### config.mk
export PLATFORM = sky130hd
export DESIGN_NAME = tmr_scrub_ctrl
export DESIGN_NICKNAME = d
export VERILOG_FILES = /design/src/rtl/tmr_scrub_ctrl.sv
export SDC_FILE = /design/constraint.sdc
export NUM_CORES = 1
export LEC_CHECK = 0
export BUFFER_PORTS_ARGS = -buffer_cell sky130_fd_sc_hd__clkbuf_2
export CORE_ASPECT_RATIO = 1.75
export CORE_MARGIN = 8
export CORE_UTILIZATION = 29
export CTS_CLUSTER_DIAMETER = 120
export DETAILED_ROUTE_END_ITERATION = 10
export GPL_ROUTABILITY_DRIVEN = 0
export GPL_TIMING_DRIVEN = 0
export SLEW_MARGIN = 25
export SYNTH_ARGS = -nofsm -noshare
export SYNTH_HDL_FRONTEND = slang
export SYNTH_SLANG_ARGS = --single-unit
### constraint.sdc
create_clock -name clk -period 2.91 [get_ports clk]
set_input_delay 0.582 -clock clk [delete_from_list [all_inputs] [get_ports clk]]
set_output_delay 0.582 -clock clk [all_outputs]
set_load 0.01 [all_outputs]
### src/rtl/tmr_scrub_ctrl.sv
`default_nettype none
// +--------------------------------------------------------------------------+
// | Module   : tmr_scrub_ctrl                                                |
// | Purpose  : Scrub controller for a bank of triplicated registers. Walks   |
// |            every word, reads the three copies, votes bit-wise and (when  |
// |            writeback is compiled in) rewrites all copies with the voted  |
// |            value if any copy disagrees. Counts upset words.              |
// | Macro    : SCRUB_WRITEBACK_EN - defined: WRITE state corrects words;     |
// |            undefined: detect-only, wr_en/wr_addr/wr_data tied to 0.      |
// | Ports    : clk, rst (sync, active-high)                                  |
// |            start      - begin a pass at address 0 when idle              |
// |            continuous - wrap to address 0 at end of pass                 |
// |            rd_addr    - bank read address, data returns next cycle       |
// |            rd_a/b/c   - copy A/B/C read data                             |
// |            wr_en/wr_addr/wr_data - write port to all three copies        |
// |            busy, done - pass in progress / end-of-pass pulse             |
// |            err_cnt    - saturating count of mismatched words             |
// |            err_addr   - address of most recent mismatched word           |
// |            err_clr    - clears err_cnt                                   |
// | Revision : 1.0 - initial release                                         |
// +--------------------------------------------------------------------------+
module tmr_scrub_ctrl #(
  parameter int N_WORDS = 16,
  parameter int WIDTH   = 8,
  parameter int CNT_W   = 16,
  localparam int AW     = $clog2(N_WORDS)
) (
  input  logic             clk,
  input  logic             rst,
  input  logic             start,
  input  logic             continuous,
  output logic [AW-1:0]    rd_addr,
  input  logic [WIDTH-1:0] rd_a,
  input  logic [WIDTH-1:0] rd_b,
  input  logic [WIDTH-1:0] rd_c,
  output logic             wr_en,
  output logic [AW-1:0]    wr_addr,
  output logic [WIDTH-1:0] wr_data,
  output logic             busy,
  output logic             done,
  output logic [CNT_W-1:0] err_cnt,
  output logic [AW-1:0]    err_addr,
  input  logic             err_clr
);

  typedef enum logic [1:0] {
    S_IDLE  = 2'd0,
    S_READ  = 2'd1,
    S_CHECK = 2'd2,
    S_WRITE = 2'd3
  } state_e;

  localparam logic [AW-1:0]    c_LAST    = AW'(N_WORDS - 1);
  localparam logic [CNT_W-1:0] c_CNT_MAX = {CNT_W{1'b1}};

  state_e            state_q, state_d;
  logic [AW-1:0]     addr_q, addr_d;
  logic              done_q, done_d;
  logic [CNT_W-1:0]  err_cnt_q, err_cnt_d;
  logic [AW-1:0]     err_addr_q, err_addr_d;
  logic              w_mismatch;
  logic              w_advance;

  // Any disagreement among the copies; b != c is implied by these two tests.
  assign w_mismatch = (rd_a != rd_b) || (rd_a != rd_c);

`ifdef SCRUB_WRITEBACK_EN
  logic [WIDTH-1:0] voted_q, voted_d;
  logic [WIDTH-1:0] w_voted;

  assign w_voted = (rd_a & rd_b) | (rd_a & rd_c) | (rd_b & rd_c);
`endif

  always_comb begin
    state_d    = state_q;
    addr_d     = addr_q;
    done_d     = 1'b0;
    err_cnt_d  = err_cnt_q;
    err_addr_d = err_addr_q;
    w_advance  = 1'b0;
`ifdef SCRUB_WRITEBACK_EN
    voted_d    = voted_q;
`endif

    // A clear coinciding with an increment is overridden below to 1.
    if (err_clr) begin
      err_cnt_d = '0;
    end

    case (state_q)
      S_IDLE: begin
        if (start) begin
          addr_d  = '0;
          state_d = S_READ;
        end
      end
      S_READ: begin
        state_d = S_CHECK;
      end
      S_CHECK: begin
`ifdef SCRUB_WRITEBACK_EN
        voted_d = w_voted;
`endif
        if (w_mismatch) begin
          err_addr_d = addr_q;
          if (err_clr) begin
            err_cnt_d = CNT_W'(1);
          end else if (err_cnt_q != c_CNT_MAX) begin
            err_cnt_d = err_cnt_q + CNT_W'(1);
          end
`ifdef SCRUB_WRITEBACK_EN
          state_d = S_WRITE;
`else
          w_advance = 1'b1;
`endif
        end else begin
          w_advance = 1'b1;
        end
      end
      S_WRITE: begin
        w_advance = 1'b1;
      end
      default: begin
        state_d = S_IDLE;
      end
    endcase

    if (w_advance) begin
      if (addr_q != c_LAST) begin
        addr_d  = addr_q + AW'(1);
        state_d = S_READ;
      end else begin
        done_d  = 1'b1;
        addr_d  = '0;
        state_d = continuous ? S_READ : S_IDLE;
      end
    end
  end

  always_ff @(posedge clk) begin
    if (rst) begin
      state_q    <= S_IDLE;
      addr_q     <= '0;
      done_q     <= 1'b0;
      err_cnt_q  <= '0;
      err_addr_q <= '0;
    end else begin
      state_q    <= state_d;
      addr_q     <= addr_d;
      done_q     <= done_d;
      err_cnt_q  <= err_cnt_d;
      err_addr_q <= err_addr_d;
    end
  end

`ifdef SCRUB_WRITEBACK_EN
  always_ff @(posedge clk) begin
    if (rst) begin
      voted_q <= '0;
    end else begin
      voted_q <= voted_d;
    end
  end

  // WRITE always exits after one cycle, so wr_en can never be back-to-back.
  assign wr_en   = (state_q == S_WRITE);
  assign wr_addr = (state_q == S_WRITE) ? addr_q : '0;
  assign wr_data = (state_q == S_WRITE) ? voted_q : '0;
`else
  assign wr_en   = 1'b0;
  assign wr_addr = '0;
  assign wr_data = '0;
`endif

  assign rd_addr  = (state_q == S_IDLE) ? '0 : addr_q;
  assign busy     = (state_q != S_IDLE);
  assign done     = done_q;
  assign err_cnt  = err_cnt_q;
  assign err_addr = err_addr_q;

endmodule
`default_nettype wire
Word-level counts from Yosys, hierarchy flattened

Cells that the tools add are included.

Register bits after elaboration: 27
Output and inout bits: 39
Logic and storage cells: 44

Add/subtract/negate cells: 2
Equality and inequality tests: 8
Mux-type cells: 17
Bitwise operators: 1
Reductions and logical operators: 11

Operators with widths:

| operator              | count |
|---|---|
| $mux 16               | 5 |
| $mux 4                | 5 |
| $add 16x1->16 const B | 1 |
| $ne 16x16->1 const B  | 1 |
| $ne 8x8->1            | 2 |
| $reduce_and 2->1      | 3 |
| $reduce_bool 2->1     | 3 |
| $add 4x1->4 const B   | 1 |
| $eq 2x2->1 const B    | 2 |
| $mux 1                | 4 |
| $mux 2                | 2 |
| $ne 4x4->1 const B    | 1 |
| $pmux 2 s2            | 1 |
| $reduce_or 2->1       | 2 |
| $ne 3x3->1 const B    | 1 |
| $reduce_bool 3->1     | 1 |
| $eq 2x1->1 const B    | 1 |
| $logic_not 2->1       | 1 |
| $logic_or 1x1->1      | 1 |
| $not 1->1             | 1 |

Longest topological paths before layout

Depth after elaboration: 5
Gate-level depth with buffers: 8
Mapped depth without buffers: 6

Least setup slack after synthesis

OpenSTA, ideal clock, no wires.

Path type: reg2reg
From: reg err_cnt_q[0], in the netlist err_cnt[0]
To: reg err_cnt_q[14], in the netlist err_cnt[14]
Setup time: 0.070 ns
Arrival time: 2.081 ns
Path slack: 0.758 ns
Stages on the path, launching flop included: 8
Path buffers: 2
Period minus slack after synthesis: 2.152 ns
Path through: dfxtp_1 -> ha_1 -> nand3_2 -> or4_1 -> buf_2 -> buf_6 -> or4_1 -> a21oi_1

Cells in the longest elaborated chain, start to end: 5

RTL lines:

| element                                       | RTL line | RTL |
|---|---|---|
| start: declaration                            | 59       | `logic [CNT_W-1:0] err_cnt_q, err_cnt_d;` |
| start signal: assignment                      | 151      | `err_cnt_q <= err_cnt_d;` |
| $add 16x1->16 or $ne 16x16->1 (tied branches) | 109, 108 |  |
| $mux 16 (*)                                   | 108      | `end else if (err_cnt_q != c_CNT_MAX) begin` |
| $mux 16 (*)                                   | 106      | `if (err_clr) begin` |
| $mux 16 (*)                                   | 104      | `if (w_mismatch) begin` |
| $mux 16 (*)                                   | 90       | `case (state_q)` |

Mark *: on every way between the ends. The rest lies on a longest branch, timed or not.
A chain may end at the register's enable or synchronous reset.

Final worst setup path

From: in rd_b[2]
To: reg err_cnt_q[9], in the netlist err_cnt[9]

Cells in the longest elaborated chain, start to end: 4

RTL lines:

| element            | RTL line | RTL |
|---|---|---|
| start: declaration | 34       | `input logic [WIDTH-1:0] rd_b,` |
| $ne 8x8->1         | 65       | `assign w_mismatch = (rd_a != rd_b) \|\| (rd_a != rd_c);` |
| $logic_or 1x1->1   | 65       |  |
| $mux 16            | 104      |  |
| $mux 16            | 90       |  |

No other way between the ends.

==> impl_metrics.json <==
{
  "arrival_ns": 2.47,
  "synth_top_area_share_pct": 32.1,
  "cp-end-kind": "register",
  "cts_buffer_depth": 2,
  "utilization_pct": 38.3,
  "die_w_um": 73.6,
  "crit_fanout": 10,
  "nFillCells": 638,
  "ys_types": 41,
  "drt_iter0_markers": 47,
  "start_util_pct": 30.1,
  "pin_count": 68,
  "firstDrtPassIters": 4,
  "timing.final.max_slew_violations": 0,
  "final_cell_mix": "clkbuf_2, dfxtp_1, a21oi_1",
  "maxCapViolations": 0,
  "netlist_area_um2": 1680,
  "path_cells": "clkbuf_2, nor3_1, o211ai_1, nor4_4, clkbuf_1, buf_2, o21ai_0, a21oi_1",
  "drc": 0,
  "multi_input_area_um2": 1010,
  "worstSkewPairLatency_ns": 0.27,
  "ys_seq_area_share_pct": 32.1,
  "antenna_left": 0,
  "p_leak_nw": 0.859,
  "grt_pass1_vias": 1720,
  "cpPeakStageDelay_ns": 0.53,
  "cts_setup_buffers": 0,
  "antenna_cells": 0,
  "path_class": "in -> reg",
  "post_cts_resized": 0,
  "slowest_stage": "nor4_4",
  "rows": 36,
  "io_buffers": 54,
  "synth_compound_area_share_pct": 20.4,
  "synth_top_family_by_area": "simple AND/OR/NAND/NOR gates",
  "cts_tree": "yes",
  "area_delta_synth_final_pct": 27.1,
  "synthTopCellsByArea": "dfxtp_1, buf_4, xnor2_1",
  "grt_max_degree": 15,
  "seq_area_um2": 541,
  "design.die.area_um2": 8590,
  "final_common_cell": "clkbuf_2",
  "syn_inst": 206,
  "cts.sinks": 27,
  "worstSetupStartpointType": "input pin",
  "hold_buffers": 0,
  "synthMuxAreaShare_pct": 1.78,
  "rsz0062_at_grt": "no",
  "vias": 1697,
  "fin_nets": 308,
  "outcome": "completed",
  "wire_per_inst_um": 13.2,
  "die_y_um": 117,
  "yosysWarnings": 0,
  "syn-mean-instance-area_um2": 8.17,
  "grt_antenna_before_repair": 0,
  "drt-vias-per-instance": 4.82,
  "power.density_nw_per_um2": 321,
  "finalCritPeriodShare_pct": 78.0,
  "htree_levels": 1,
  "synth_xor_area_share_pct": 5.72,
  "grt-ovfl-total": 0,
  "wl_um": 4650,
  "groute.usage.overall_pct": 10.9,
  "cp.required_ns": 3.11,
  "synth_area_leader_cell": "dfxtp_1",
  "cts_root_buf": "clkbuf_8",
  "fin_worst_skew_ns": 0.00454,
  "core_area_um2": 5590,
  "yosys.area_share.simple_pct": 27.8,
  "cts_made_buffers": 3,
  "synth-seq-cells": 27,
  "setup_viol": 0,
  "fmax_mhz": 440,
  "synth_adder_area_share_pct": 1.49,
  "hold_viol": 0,
  "grt_pass1_wl_um": 7630,
  "clkSlewWorstSetupHoldPaths_ns": 0.09,
  "max-vdd-ir-drop_v": 0.000289,
  "period_needed_ns": 2.27,
  "post-dp-hpwl_um": 3830,
  "drive_gt1_share_pct": 30.4,
  "hp-class": "reg -> reg",
  "fin_tns_setup_ns": 0
}
[critical path: cells and delay by family]
kind,cells,cell delay [ns]
AND/OR/NAND/NOR,2,0.72
AO/OA/AOI/OAI,3,0.39
buffers and inverters,3,0.78
[synth_stat cells]
master          n
a21oi_1        17
and3_1          5
buf_2           4
buf_4          14
buf_6           1
clkbuf_1        4
conb_1          1
dfxtp_1        27
dlygate4sd1_1   1
ha_1            2
inv_1           4
mux2i_1         3
nand2_1         8
nand2b_1        8
nand3_1         2
nand3_2         2
nand3b_1        2
nand4_1         6
nor2_1         14
nor2b_1         5
nor3_1          4
nor3b_1         3
nor4_1          3
nor4_4          1
o2111ai_1       4
o211ai_1        4
o21a_1          2
o21ai_0        15
o21ai_1         1
o21ba_2         1
o22ai_1         1
o311ai_0        1
o31a_2          1
o31ai_1         5
o41ai_1         3
or2_2           2
or3_1           8
or3_2           1
or4_1           5
xnor2_1        10
xor2_1          1
[path summary, 6_finish.rpt]
check	depth (start not counted)	slack (ns)	endpoint	startpoint
worst max-delay path	8	0.64	err_cnt[9]	rd_b[2]
worst min-delay path	2	0.48	err_addr[0]	err_addr[0]
worst max register to register	7	0.64	err_cnt[14]	err_cnt[0]
worst min register to register	2	0.48	err_addr[0]	err_addr[0]
[cell families after synthesis]
logic type,after synthesis
AND/OR/NAND/NOR,79
multiplexers,3
flip-flops,27
adder cells (fa/ha/maj),2
other,1
buffers and inverters,28
XOR/XNOR,11
AO/OA/AOI/OAI,55
[where the power goes]
group / switching [W] / total, W / internal [W]
sequential: 0.00000396 / 0.000376 / 0.000372
combinational: 0.0000499 / 0.0000998 / 0.0000498
clock: 0.000112 / 0.000210 / 0.0000979
total: 0.000166 / 0.000686 / 0.000520
[final cells by class]
cell class | instances | share of cell area [%]
multi-input cells | 163 | 47.3
repair buffers | 54 | 12.6
well taps | 76 | 4.45
plain buffers | 24 | 7.49
flip-flops and latches | 27 | 25.3
inverters | 4 | 0.702
clock buffers | 4 | 2.11
[through the flow]
step           hold WS, ns  total power, W  instances  worst slack [ns]  instance area [µm²]
2_1_floorplan        0.486        0.000450        218             0.758                 1730
3_3_place_gp         0.463        0.000484        348             0.371                 2090
3_5_place_dp         0.461        0.000485        348             0.333                 2090
4_1_cts              0.483        0.000699        352             0.621                 2140
5_1_grt              0.511        0.000720        352             0.403                 2140
6_report             0.481        0.000686        352             0.639                 2140
[sequential cells by signal, indices dropped and copies added, names as in the netlist]
signal / flops
state_q: 2
err_cnt: 16
done: 1
err_addr: 4
addr_q: 4
[per-layer routing]
layer,track usage [%],up-vias,share of wire [%]
li1,-,871,-
met1,10.8,776,36
met2,20.5,46,56
met3,2.90,4,6.7
met4,4.43,0,1.0
met5,0,-,0
Note: power is estimated with default switching activity, not from simulation.
